<file path="src/rtl/pc_pkg.sv">
// Shared definitions for the program-counter generator: opcodes, FSM states,
// next-IP select encoding and the control-op classifier.
package pc_pkg;

    localparam logic [6:0] OP_JAL    = 7'b1101111;
    localparam logic [6:0] OP_JALR   = 7'b1100111;
    localparam logic [6:0] OP_BRANCH = 7'b1100011;

    typedef enum logic {
        RUN,
        WAIT
    } pc_state_t;

    typedef enum logic [1:0] {
        SEL_HOLD,
        SEL_INC4,
        SEL_TARGET,
        SEL_FLUSH
    } ip_sel_t;

    function automatic logic is_ctrl(input logic [6:0] op);
        return (op == OP_JAL) || (op == OP_JALR) || (op == OP_BRANCH);
    endfunction

endpackage

</file>
<file path="src/rtl/pc_redirect_fsm.sv">
// Fetch/redirect controller: RUN/WAIT state, wait counter, timeout detection
// and the next-IP select consumed by the IP register in pc_gen.
module pc_redirect_fsm
    import pc_pkg::*;
#(
    parameter int unsigned MAX_WAIT = 4
) (
    input  logic       CLK,
    input  logic       RESET,
    input  logic [6:0] op,
    input  logic       fetch_ready,
    input  logic       stall,
    input  logic       resolve_vld,
    input  logic       b_taken,
    input  logic       flush,
    output ip_sel_t    ip_sel,
    output logic       fetch_vld,
    output logic       bubble,
    output logic       timeout
);

    localparam int unsigned WCNT_W = (MAX_WAIT > 1) ? $clog2(MAX_WAIT) : 1;

    pc_state_t         state_q, state_n;
    logic [WCNT_W-1:0] wcnt_q, wcnt_n;
    logic [6:0]        op_q, op_n;

    // State, wait counter and latched control opcode
    always_ff @(posedge CLK) begin
        if (RESET) begin
            state_q <= RUN;
            wcnt_q  <= '0;
            op_q    <= '0;
        end else begin
            state_q <= state_n;
            wcnt_q  <= wcnt_n;
            op_q    <= op_n;
        end
    end

    // Next state and IP select; priority flush > stall > FSM, all gated by RESET
    always_comb begin
        state_n   = state_q;
        wcnt_n    = wcnt_q;
        op_n      = op_q;
        ip_sel    = SEL_HOLD;
        fetch_vld = 1'b0;
        bubble    = 1'b0;
        timeout   = 1'b0;
        if (RESET) begin
            ip_sel = SEL_HOLD;
        end else if (flush) begin
            ip_sel  = SEL_FLUSH;
            state_n = RUN;
            wcnt_n  = '0;
        end else if (!stall) begin
            case (state_q)
                RUN: begin
                    fetch_vld = 1'b1;
                    if (fetch_ready) begin
                        if (is_ctrl(op)) begin
                            state_n = WAIT;
                            wcnt_n  = '0;
                            op_n    = op;
                        end else begin
                            ip_sel = SEL_INC4;
                        end
                    end
                end
                WAIT: begin
                    bubble = 1'b1;
                    wcnt_n = wcnt_q + WCNT_W'(1);
                    if (resolve_vld) begin
                        state_n = RUN;
                        wcnt_n  = '0;
                        ip_sel  = ((op_q != OP_BRANCH) || b_taken) ? SEL_TARGET : SEL_INC4;
                    end else if (wcnt_q == WCNT_W'(MAX_WAIT - 1)) begin
                        state_n = RUN;
                        wcnt_n  = '0;
                        timeout = 1'b1;
                        ip_sel  = SEL_INC4;
                    end
                end
                default: state_n = RUN;
            endcase
        end
    end

endmodule

</file>
<file path="src/rtl/pc_gen.sv">
// Program-counter generator: IP register, next-IP mux, alignment checks and
// saturating bubble counter around the redirect FSM.
module pc_gen
    import pc_pkg::*;
#(
    parameter int unsigned      XLEN      = 32,
    parameter logic [XLEN-1:0]  RESET_VEC = '0,
    parameter int unsigned      MAX_WAIT  = 4,
    parameter int unsigned      CNT_W     = 16
) (
    input  logic             CLK,
    input  logic             RESET,
    input  logic [6:0]       op,
    input  logic             fetch_ready,
    input  logic             stall,
    input  logic             resolve_vld,
    input  logic             b_taken,
    input  logic [XLEN-1:0]  target,
    input  logic             flush,
    input  logic [XLEN-1:0]  flush_tgt,
    output logic [XLEN-1:0]  IP,
    output logic [XLEN-1:0]  PC_def,
    output logic             fetch_vld,
    output logic             misalign,
    output logic             timeout,
    output logic [CNT_W-1:0] bubble_cnt
);

    ip_sel_t         ip_sel;
    logic            bubble;
    logic [XLEN-1:0] ip_q, ip_n;
    logic [CNT_W-1:0] bcnt_q;

    pc_redirect_fsm #(
        .MAX_WAIT (MAX_WAIT)
    ) u_fsm (
        .CLK         (CLK),
        .RESET       (RESET),
        .op          (op),
        .fetch_ready (fetch_ready),
        .stall       (stall),
        .resolve_vld (resolve_vld),
        .b_taken     (b_taken),
        .flush       (flush),
        .ip_sel      (ip_sel),
        .fetch_vld   (fetch_vld),
        .bubble      (bubble),
        .timeout     (timeout)
    );

    // Next-IP mux; redirect targets are forced to word alignment
    always_comb begin
        ip_n = ip_q;
        case (ip_sel)
            SEL_INC4:   ip_n = ip_q + XLEN'(4);
            SEL_TARGET: ip_n = {target[XLEN-1:2], 2'b00};
            SEL_FLUSH:  ip_n = {flush_tgt[XLEN-1:2], 2'b00};
            default:    ip_n = ip_q;
        endcase
    end

    // IP register
    always_ff @(posedge CLK) begin
        if (RESET) ip_q <= RESET_VEC;
        else       ip_q <= ip_n;
    end

    // Bubble counter, saturating at all-ones
    always_ff @(posedge CLK) begin
        if (RESET)                     bcnt_q <= '0;
        else if (bubble && bcnt_q != '1) bcnt_q <= bcnt_q + CNT_W'(1);
    end

    // Misalign pulses in the cycle a misaligned redirect is taken
    always_comb begin
        misalign = 1'b0;
        if (ip_sel == SEL_FLUSH)  misalign = (flush_tgt[1:0] != 2'b00);
        if (ip_sel == SEL_TARGET) misalign = (target[1:0] != 2'b00);
    end

    assign IP         = ip_q;
    assign PC_def     = ip_q + XLEN'(4);
    assign bubble_cnt = bcnt_q;

endmodule

</file>
<file path="config.mk">
export PLATFORM = sky130hd
export DESIGN_NAME = pc_gen
export DESIGN_NICKNAME = d
export VERILOG_FILES = /design/src/rtl/pc_pkg.sv /design/src/rtl/pc_redirect_fsm.sv /design/src/rtl/pc_gen.sv
export SDC_FILE = /design/constraint.sdc
export NUM_CORES = 1
export LEC_CHECK = 0
export BUFFER_PORTS_ARGS = -buffer_cell sky130_fd_sc_hd__buf_2
export CORE_AREA = 2 2 100 102
export DETAILED_ROUTE_END_ITERATION = 10
export DIE_AREA = 0 0 102 104
export PLACE_DENSITY = 0.72
export SLEW_MARGIN = 10
export SYNTH_ARGS = -nofsm -noshare
export SYNTH_HDL_FRONTEND = slang
export SYNTH_HIERARCHICAL = 1
export SYNTH_SLANG_ARGS = --single-unit
export TNS_END_PERCENT = 10
</file>
<file path="constraint.sdc">
create_clock -name CLK -period 3.77 [get_ports CLK]
set_input_delay 0.1885 -clock CLK [delete_from_list [all_inputs] [get_ports CLK]]
set_output_delay 0.1885 -clock CLK [all_outputs]
set_load 0.1 [all_outputs]
</file>
==> key figures <==
Synthesis
  – Mapped Avg Cell Area: 8.205 um^2
  – Most used flip-flop cell after synthesis: dfxtp_1
  – Mapped Cells: between 400 and 500
  – Async set or reset register ratio after synthesis: 0%
  – FF+latch count, synth: 56
  – EDFF count, synth: 0
  – Cell variety after synth: between 60 and 70
  – Sequential area share after synthesis: between 20% and 30%
  – Post-synth top area cell: dfxtp_1
  – Top-area cell type share of the netlist area: 29.32%
  – Largest cells by area after synthesis: dfxtp_1, xnor2_1, mux2i_1
  – Synthesized area: around 0.0038 mm^2
  – YS warnings: 6

GRT
  – Largest net degree at the start of global routing: a little over 50
  – Gr ovfl total: 0
  – Vias in the first global route: 3726
  – Initial antenna violation count: 2
  – GRT Overall Usage: 20.45%
  – First-pass GRT wire length: 17860 um

Timing
  – # setup viols final: 0
  – RSZ-0062 raised after global routing: false
  – Period utilization: 91.86%
  – Slew HR: around three fifths
  – Fmax: ~290 MHz
  – Pins over their slew limit: 0
  – Slew of the pin with the lowest slew margin: 0.6267 ns
  – Final Hold Vio Count: 0
  – Final min period: 3.463 ns
  – Clock skew: 0.01657 ns
  – Fin Hold WS: 0.1461 ns

Die
  – Die Wd: a little over 100 um
  – Die height: 104 um
  – Rows: 36
  – Die area: 0.01061 mm^2
  – I/O pin count: roughly 160
  – Starting Density: around 40%
  – Total core area: 0.009549 mm^2

Setup path
  – Worst path slowest cell: or4b_2
  – Critical path type: reg -> out
  – CP delay by family, top: simple AND/OR/NAND/NOR gates
  – Nature of the critical path endpoint: output port
  – Reg2reg start: u_fsm/op_q[2]
  – Highest cell delay on the worst timing path: 0.69 ns
  – Crit path depth: 8
  – Worst-path cell chain: or4b_2 -> nor4_1 -> mux2i_1 -> o22ai_4 -> buf_4 -> nor3_1 -> a211oi_2 -> buf_2
  – Crit path max fanout: 38
  – Critical Path RT: 3.58 ns
  – Critical Path AT: approximately 3.3 ns
  – Path depth of the worst reg2reg path: 8
  – Worst path buffer plus inverter count: 2
  – R2R Path End: IP[20]
  – Worst R2R Setup Slack: ~0.62 ns
  – Crit path launch type: flop

Route
  – DRT Pass-1 Iters: 4
  – DR iter-0 viols: 158
  – Final antenna-violating net count: 0
  – Avg Vias per Cell: 5.311
  – Via count: 3925
  – Drc violations: 0
  – Wirelength per Cell: 15.16 um
  – Total Routed Length: 11200 um

Hold path
  – Hold path cells: 2
  – Hold path startpoint: flush
  – Hold Path End: u_fsm/state_q
  – Worst min-delay path class: in -> reg

Finish
  – Share of cells above drive strength 1: 31.24%
  – Commonest non-fill, non-tap cell in the layout: buf_2
  – Most frequent cells in the layout: buf_2, dfxtp_1, nor2_1, xnor2_1, a21oi_1
  – Final nets: 686
  – Area Growth Syn to Fin: 24.05%
  – Layout Utilization: 49.67%

Placed design
  – Port Buffers: 156
  – DP HPWL: 8555 um
  – Final Wtd Congestion: 0.8275

Clock network
  – Clock sinks: 56
  – Post-CTS sizing: 0
  – Clk_lat worst skew: 0.31 ns
  – Post-CTS Hold Fix Bufs: 0
  – CTS tree: yes
  – Worst-path clk slew: 0.09 ns
  – H-tree depth: 2
  – Total CTS buffers: 5
  – Root Driver: clkbuf_8
  – Post-CTS setup buffer count: 0
  – Max clock buf depth: 2

Flow run
  – Max cap viols: 0

Outcome
  – Outcome: finished clean

Pwr
  – Switching Share: ~45%
  – Comb power frac: 38.6%
  – Pleak: 2.122 nW
  – Flop pwr share: 39.9%
  – Maximum VDD drop: 0.0001519 V
  – Pwr dens: 351.9 mW/mm^2
  – Int Power: just over 0.0009 W
  – Clk pwr share: 21.5%
  – Net switching power: 0.0007529 W
-- worst reg2reg max path: stages, from the launching register on --
cell and delay, ns:
dfxtp_1 0.33, or4b_2 0.69, nor4_1 0.30, mux2i_1 0.19, o22ai_4 0.21, buf_4 0.47
nand2_1 0.29, or4_1 0.46, a31oi_1 0.16
-- state kept, by name, indices dropped and copies added (netlist names) --
register and cells:
IP 30, bubble_cnt 16, u_fsm/op_q 7, u_fsm/state_q 1, u_fsm/wcnt_q 2
-- power groups by stage --
stage	registers, W	logic, W	clock network, W
final	0.000667	0.000644	0.000358
after global routing	0.000673	0.000672	0.000393
after CTS	0.000666	0.000646	0.000367
after detailed placement	0.000680	0.000644	0
after global placement	0.000678	0.000641	0
after floorplan	0.000834	0.000367	0
-- stage by stage --
stage               area [um^2]  std cells  power [W]  setup slack (ns)  TNS (ns)
floorplan                  3840        469   0.001202           -0.2842    -1.226
global placement           4644        731   0.001319            0.7336         0
detailed placement         4644        731   0.001324            0.5959         0
CTS                        4741        738   0.001679            0.2694         0
global route               4741        738   0.001739            0.1222         0
finish                     4743        739   0.001669            0.3067         0
-- cells in the mapped netlist (3+ instances only) --
cell	count
a211oi_1	17
a21o_1	7
a21oi_1	32
a311oi_1	3
a31oi_1	5
and2_1	6
and3_1	6
and4_1	5
buf_1	3
buf_2	7
buf_4	5
clkbuf_1	10
clkbuf_8	3
dfxtp_1	56
ha_1	3
inv_1	15
mux2i_1	27
mux4_2	3
nand2_1	26
nand2b_1	3
nand3_1	20
nand3b_1	4
nand4_1	13
nor2_1	55
nor2b_1	8
nor3_1	12
nor4_1	13
or3_1	7
xnor2_1	35
xor2_1	16
-- cell families (layout without fill, tap and decap cells) --
logic type | after synthesis | count (layout) | synth area share [%]
AOI/OAI and AO/OA | 81 | 81 | 14.04
xor gates and xnor gates | 51 | 51 | 11.68
adders and majority gates | 3 | 3 | 0.9818
buffers and inverters | 46 | 182 | 6.545
DFF | 56 | 56 | 29.32
muxes | 32 | 32 | 9.424
other | 1 | 5 | 0.09807
and+or+nand+nor | 196 | 196 | 27.91
-- metal layers --
metal	track usage, %	vias to the layer above	wire length [um]
met5	0	-	13
met4	4.095	2	125
met3	6.653	12	1051
met2	34.30	152	5299
met1	25.54	1816	4712
li1	-	1943	-
-- how the worst max path moves through the flow --
stage / from / to / slack [ns]
after global routing: u_fsm/op_q[2] / misalign / 0.12
after global placement: u_fsm/op_q[2] / misalign / 0.73
final: u_fsm/op_q[2] / misalign / 0.31
after CTS: u_fsm/op_q[2] / misalign / 0.27
after detailed placement: u_fsm/op_q[2] / IP[20] / 0.60
after floorplan: IP[8] / PC_def[25] / -0.28
-- final cells by class --
cell class,count,area [um^2]
fill,971,4806
multi-input combinational,367,2490
sequential,56,1121
timing repair buffer,160,810.8
tap,133,166.4
clock buffer,7,96.34
inverter,15,56.30
antenna,1,2.502
(Power assumes the default switching activity.)
